**config.mk**
```make
export PLATFORM = sky130hd
export DESIGN_NAME = rnd_share_arbiter
export DESIGN_NICKNAME = d
export VERILOG_FILES = /design/src/rtl/rnd_share_arbiter.sv
export SDC_FILE = /design/constraint.sdc
export NUM_CORES = 1
export LEC_CHECK = 0
export ABC_AREA = 1
export BUFFER_PORTS_ARGS = -buffer_cell sky130_fd_sc_hd__buf_2
export CAP_MARGIN = 10
export CELL_PAD_IN_SITES_DETAIL_PLACEMENT = 1
export CELL_PAD_IN_SITES_GLOBAL_PLACEMENT = 2
export CORE_MARGIN = 8
export CORE_UTILIZATION = 30
export DETAILED_ROUTE_END_ITERATION = 10
export PLACE_DENSITY_LB_ADDON = 0.1
export SETUP_SLACK_MARGIN = 0.02
export SLEW_MARGIN = 30
export SYNTH_ARGS = -nofsm -noshare
export SYNTH_HDL_FRONTEND = slang
export SYNTH_SLANG_ARGS = --single-unit
```
**constraint.sdc**
```tcl
create_clock -name clock -period 4.3 [get_ports clock]
set_clock_uncertainty 0.15 [all_clocks]
set_input_delay 0.43 -clock clock [delete_from_list [all_inputs] [get_ports clock]]
set_output_delay 0.43 -clock clock [all_outputs]
set_load 0.005 [all_outputs]
```
**src/rtl/rnd_share_arbiter.sv**
```systemverilog
// rtl/rnd_share_arbiter.sv - round-robin sharing of one free-running Fibonacci LFSR among NUM_REQ requesters
// Define RND_NO_REPEAT_EN to hold MIX one extra cycle whenever the draw would repeat the last delivered value.
module rnd_share_arbiter #(
   parameter int NUM_REQ = 4,
   parameter int WIDTH   = 4,
   parameter int SHIFTS  = 3,
   parameter int SEED    = 13
) (
   input  logic               clock,
   input  logic               reset,
   input  logic [NUM_REQ-1:0] req,
   output logic [NUM_REQ-1:0] gnt,
   output logic [WIDTH-1:0]   rnd_out,
   output logic               rnd_valid,
   output logic               busy
);

   localparam int PW = (NUM_REQ > 1) ? $clog2(NUM_REQ) : 1;
   localparam int CW = (SHIFTS > 1) ? $clog2(SHIFTS) : 1;
   localparam logic [CW-1:0] COUNT_LAST = CW'(SHIFTS - 1);
   localparam logic [PW-1:0] PTR_LAST   = PW'(NUM_REQ - 1);

   typedef enum logic [1:0] {IDLE, MIX, DELIVER} state_t;

   state_t             state;
   state_t             state_nx;
   logic [WIDTH-1:0]   lfsr;
   logic [WIDTH-1:0]   lfsr_nx;
   logic [PW-1:0]      ptr;
   logic [PW-1:0]      ptr_nx;
   logic [PW-1:0]      winner;
   logic [PW-1:0]      winner_nx;
   logic [PW-1:0]      pick;
   logic [PW-1:0]      scan_idx;
   logic [CW-1:0]      count;
   logic [CW-1:0]      count_nx;
   logic [NUM_REQ-1:0] gnt_nx;
   logic [WIDTH-1:0]   rnd_nx;
   logic               valid_nx;
   logic               found;
   logic               repeat_hit;

   assign lfsr_nx = {lfsr[WIDTH-2:0], lfsr[WIDTH-1] ^ lfsr[WIDTH-2]};
   assign busy    = (state != IDLE);

`ifdef RND_NO_REPEAT_EN
   assign repeat_hit = (lfsr == rnd_out);
`else
   assign repeat_hit = 1'b0;
`endif

   // First requester at or after ptr, wrapping around.
   always_comb begin
      found    = 1'b0;
      pick     = ptr;
      scan_idx = ptr;
      for (int i = 0; i < NUM_REQ; i++) begin
         scan_idx = PW'((int'(ptr) + i) % NUM_REQ);
         if (!found && req[scan_idx]) begin
            found = 1'b1;
            pick  = scan_idx;
         end
      end
   end

   always_comb begin
      state_nx  = state;
      ptr_nx    = ptr;
      winner_nx = winner;
      count_nx  = count;
      gnt_nx    = '0;
      valid_nx  = 1'b0;
      rnd_nx    = rnd_out;
      case (state)
         IDLE: begin
            if (found) begin
               winner_nx = pick;
               count_nx  = '0;
               state_nx  = MIX;
            end
         end
         MIX: begin
            if (count != COUNT_LAST) begin
               count_nx = count + CW'(1);
            end else if (!repeat_hit) begin
               rnd_nx   = lfsr;
               gnt_nx   = NUM_REQ'(1) << winner;
               valid_nx = 1'b1;
               state_nx = DELIVER;
            end
         end
         DELIVER: begin
            ptr_nx   = (winner == PTR_LAST) ? '0 : winner + PW'(1);
            state_nx = IDLE;
         end
         default: state_nx = IDLE;
      endcase
   end

   always_ff @(posedge clock) begin
      if (reset) begin
         state     <= IDLE;
         lfsr      <= WIDTH'(SEED);
         ptr       <= '0;
         winner    <= '0;
         count     <= '0;
         gnt       <= '0;
         rnd_valid <= 1'b0;
         rnd_out   <= '0;
      end else begin
         state     <= state_nx;
         lfsr      <= lfsr_nx;
         ptr       <= ptr_nx;
         winner    <= winner_nx;
         count     <= count_nx;
         gnt       <= gnt_nx;
         rnd_valid <= valid_nx;
         rnd_out   <= rnd_nx;
      end
   end

endmodule

```
==> impl_metrics.env <==
export IMPL_outcome="finished clean"
export IMPL_setup_reg_to_reg_worst_slack_ps=2450
export IMPL_path_class="register to register"
export IMPL_final_min_period_over_clock_period_pct=43.0
export IMPL_power_switching_mw=0.101
export IMPL_routedWlPerCell_um=11.1
export IMPL_timing_fmax_mhz=540
export IMPL_ys_types=20
export IMPL_proportion_of_total_power_due_to_net_switching_pct=28.2
export IMPL_final_common_cell="sky130_fd_sc_hd__nand2_1"
export IMPL_post_cts_resized_instances=0
export IMPL_die_width_um=74.7
export IMPL_p_int_mw=0.257
export IMPL_cts_setup_buffers=0
export IMPL_worst_path_dominant_cell_family="simple AND/OR/NAND/NOR gates"
export IMPL_antenna_cells=0
export IMPL_die_height_um=74.7
export IMPL_dieArea_mm2=0.00558
export IMPL_power_sequential_fraction_pct=58.2
export IMPL_most_common_cell_on_crit_path="sky130_fd_sc_hd__nand2_1"
export IMPL_min_delay_path_class="input pin to register"
export IMPL_clk_pin_slew_worst_paths_ps=130
export IMPL_detail_route_drc_violations=0
export IMPL_power_frac_comb_pct=14.7
export IMPL_drive_above_1_share_pct=27.1
export IMPL_grt_max_degree=13
export IMPL_place_inst=197
export IMPL_drt_vias_per_instance=4.28
export IMPL_first_drt_iteration_drcs=23
export IMPL_max_vdd_ir_drop_mv=0.123
export IMPL_setup_repair_after_global_routing_missed_its_margin="no"
export IMPL_nNetsFinal=164
export IMPL_via_count=861
export IMPL_pre_repair_dr_iteration_count=2
export IMPL_cp_cell_sequence="inv_6 -> nand2_1 -> nand3_1 -> nand2_2 -> inv_2 -> nor2_8 -> nand2_4 -> nor2_2 -> nand2_2 -> nand2_4 -> nand2_1 -> nand2_1 -> nor2_1"
export IMPL_via_count_of_the_first_global_routing_pass=831
export IMPL_setup_violations=0
export IMPL_finalMaxSlewViolations=0
export IMPL_grt_first_pass_wirelength_mm=3.76
export IMPL_crit_required_ps=4360
export IMPL_synth_seq_area_share_pct=40.6
export IMPL_critPathSlowestCell="sky130_fd_sc_hd__dfxtp_1"
export IMPL_cp_buffers_inverters=2
export IMPL_initial_antenna_violation_count=0
export IMPL_drt_total_wl_mm=2.22
export IMPL_initial_utilization_pct=31.0
export IMPL_syn_num_nets=146
export IMPL_clk_insertion_delay_late_ps=300
export IMPL_cts_made_buffers=3
export IMPL_finalWeightedCongestion=0.786
export IMPL_fp_coreArea_mm2=0.00334
export IMPL_report_final_hold_viol_count=0
export IMPL_final_antenna_net_count=0
export IMPL_crit_path_max_fanout=9
export IMPL_critical_path_max_stage_delay_ps=590
export IMPL_layout_setup_ws_ps=2450
export IMPL_timing_setup_tns_ps=0
export IMPL_worst_endpoint_arrival_ps=1910
export IMPL_cts_sinks=21
export IMPL_root_buffer="sky130_fd_sc_hd__clkbuf_4"
export IMPL_row_count=21
export IMPL_regToRegStartpoint="ptr[0]"
export IMPL_slew_headroom_pct=72.9
export IMPL_netlist_instances=138
export IMPL_synthesis_area_mm2=0.00103
export IMPL_final_cells=201
export IMPL_clock_tree_buffer_depth=2
export IMPL_power_leakage_nw=0.591
export IMPL_reg2reg_to="count[0]"
export IMPL_power_density_mw_per_mm2=305
export IMPL_postSynthRegisterBits=21
export IMPL_areaGrowthSynthToFinish_pct=13.3
export IMPL_crit_path_start_kind="register"
export IMPL_startpoint="ptr[0]"
export IMPL_grtUsageTotal_pct=8.61
export IMPL_fin_util_pct=35.1
export IMPL_max_cap_violations=0
export IMPL_cp_depth=13
export IMPL_cts_hold_buffers=0
export IMPL_max_slew_worst_pin_slew_ps=406
export IMPL_post_dp_hpwl_mm=1.80
export IMPL_syn_area_per_cell_um2=7.50
export IMPL_ys_warn_count=0
export IMPL_p_clk_share_pct=27.2
export IMPL_final_min_clock_period_ps=1850
export IMPL_most_common_layout_cells="sky130_fd_sc_hd__nand2_1 (34), sky130_fd_sc_hd__dfxtp_1 (21), sky130_fd_sc_hd__nor2_1 (16)"
export IMPL_clock_tree_from_tritoncts="done"
export IMPL_worst_setup_path_endpoint="count[0]"
export IMPL_pin_count=16
export IMPL_grt_overflow_total=0
export IMPL_pre_cts_slack_ps=2450
export IMPL_htreeDepth=1
export IMPL_ff2ff_path_depth=13
export IMPL_timing_critical_path_to_type="register"
export IMPL_port_buffers=15
[cells in the mapped netlist]
cell,instances,area share [%]
sky130_fd_sc_hd__o21ai_1,1,0.48
sky130_fd_sc_hd__o21ai_2,3,2.5
sky130_fd_sc_hd__nor2_8,1,1.9
sky130_fd_sc_hd__ha_1,2,2.4
sky130_fd_sc_hd__inv_2,2,0.73
sky130_fd_sc_hd__nand4_1,1,0.60
sky130_fd_sc_hd__nand3_1,10,4.8
sky130_fd_sc_hd__inv_1,14,5.1
sky130_fd_sc_hd__nand2_4,6,6.5
sky130_fd_sc_hd__o21ai_0,5,2.4
sky130_fd_sc_hd__buf_6,2,2.2
sky130_fd_sc_hd__nor2_1,16,5.8
sky130_fd_sc_hd__or2_2,1,0.60
sky130_fd_sc_hd__nor2_2,1,0.60
sky130_fd_sc_hd__a21oi_2,1,0.85
sky130_fd_sc_hd__nand2_1,34,12
sky130_fd_sc_hd__inv_6,1,0.85
sky130_fd_sc_hd__nand2_2,7,4.2
sky130_fd_sc_hd__dfxtp_1,21,41
sky130_fd_sc_hd__a21oi_1,9,4.4
[registers in the layout, summed over array words and instances, names as in the netlist]
register / count
rnd_valid: 1
count: 2
state: 2
gnt: 4
winner: 2
rnd_out: 4
lfsr: 4
ptr: 2
[per-layer routing]
| layer | up-vias | track usage [%] | routed length [µm] |
|---|---|---|---|
| met4 | 0 | 3.26 | 24 |
| li1 | 468 | - | - |
| met5 | - | 0 | 0 |
| met1 | 385 | 10.4 | 1070 |
| met2 | 6 | 14.0 | 1060 |
| met3 | 2 | 2.40 | 72 |
[worst min-delay path by stage]
stage	startpoint	to	slack [ps]	cells after the start
3_3_place_gp	lfsr[2]	lfsr[3]	280	2
3_5_place_dp	lfsr[0]	lfsr[1]	270	2
2_1_floorplan	lfsr[0]	lfsr[1]	260	2
6_report	reset	count[1]	260	2
5_1_grt	reset	count[1]	280	2
4_1_cts	reset	count[1]	270	2
[power by group through the flow]
| stage | clock network, mW | registers [mW] | logic, mW |
|---|---|---|---|
| finish | 0.0972 | 0.208 | 0.0524 |
| global route | 0.109 | 0.209 | 0.0608 |
| floorplan | 0 | 0.211 | 0.0417 |
| global placement | 0 | 0.213 | 0.0525 |
| CTS | 0.102 | 0.208 | 0.0539 |
| detailed placement | 0 | 0.213 | 0.0536 |
[logic make-up (layout without fill, tap and decap cells)]
group                      count (synthesis)  after routing  share of synthesized area [%]
AOI/OAI and AO/OA                         19             19                           10.6
and+or+nand+nor                           77             77                           37.5
adders and majority gates                  2              2                           2.42
buffers and inverters                     19             36                           8.83
DFF                                       21             21                           40.6
[area by class of cell]
type	instances	area [µm²]
clock buffer	3	22.5
clock inverter	1	5.00
fill	435	2160
inverter	17	68.8
multi-input combinational	98	523
sequential	21	420
tap	46	57.6
timing repair buffer	15	75.1
[metrics by stage]
stage / total power [mW] / cell area [µm²] / hold WS, ps
2_1_floorplan: 0.253 / 1030 / 260
3_3_place_gp: 0.265 / 1140 / 284
3_5_place_dp: 0.266 / 1140 / 275
4_1_cts: 0.364 / 1170 / 268
5_1_grt: 0.379 / 1170 / 279
6_report: 0.358 / 1170 / 265
No activity file was read; power rests on OpenSTA's default activity.
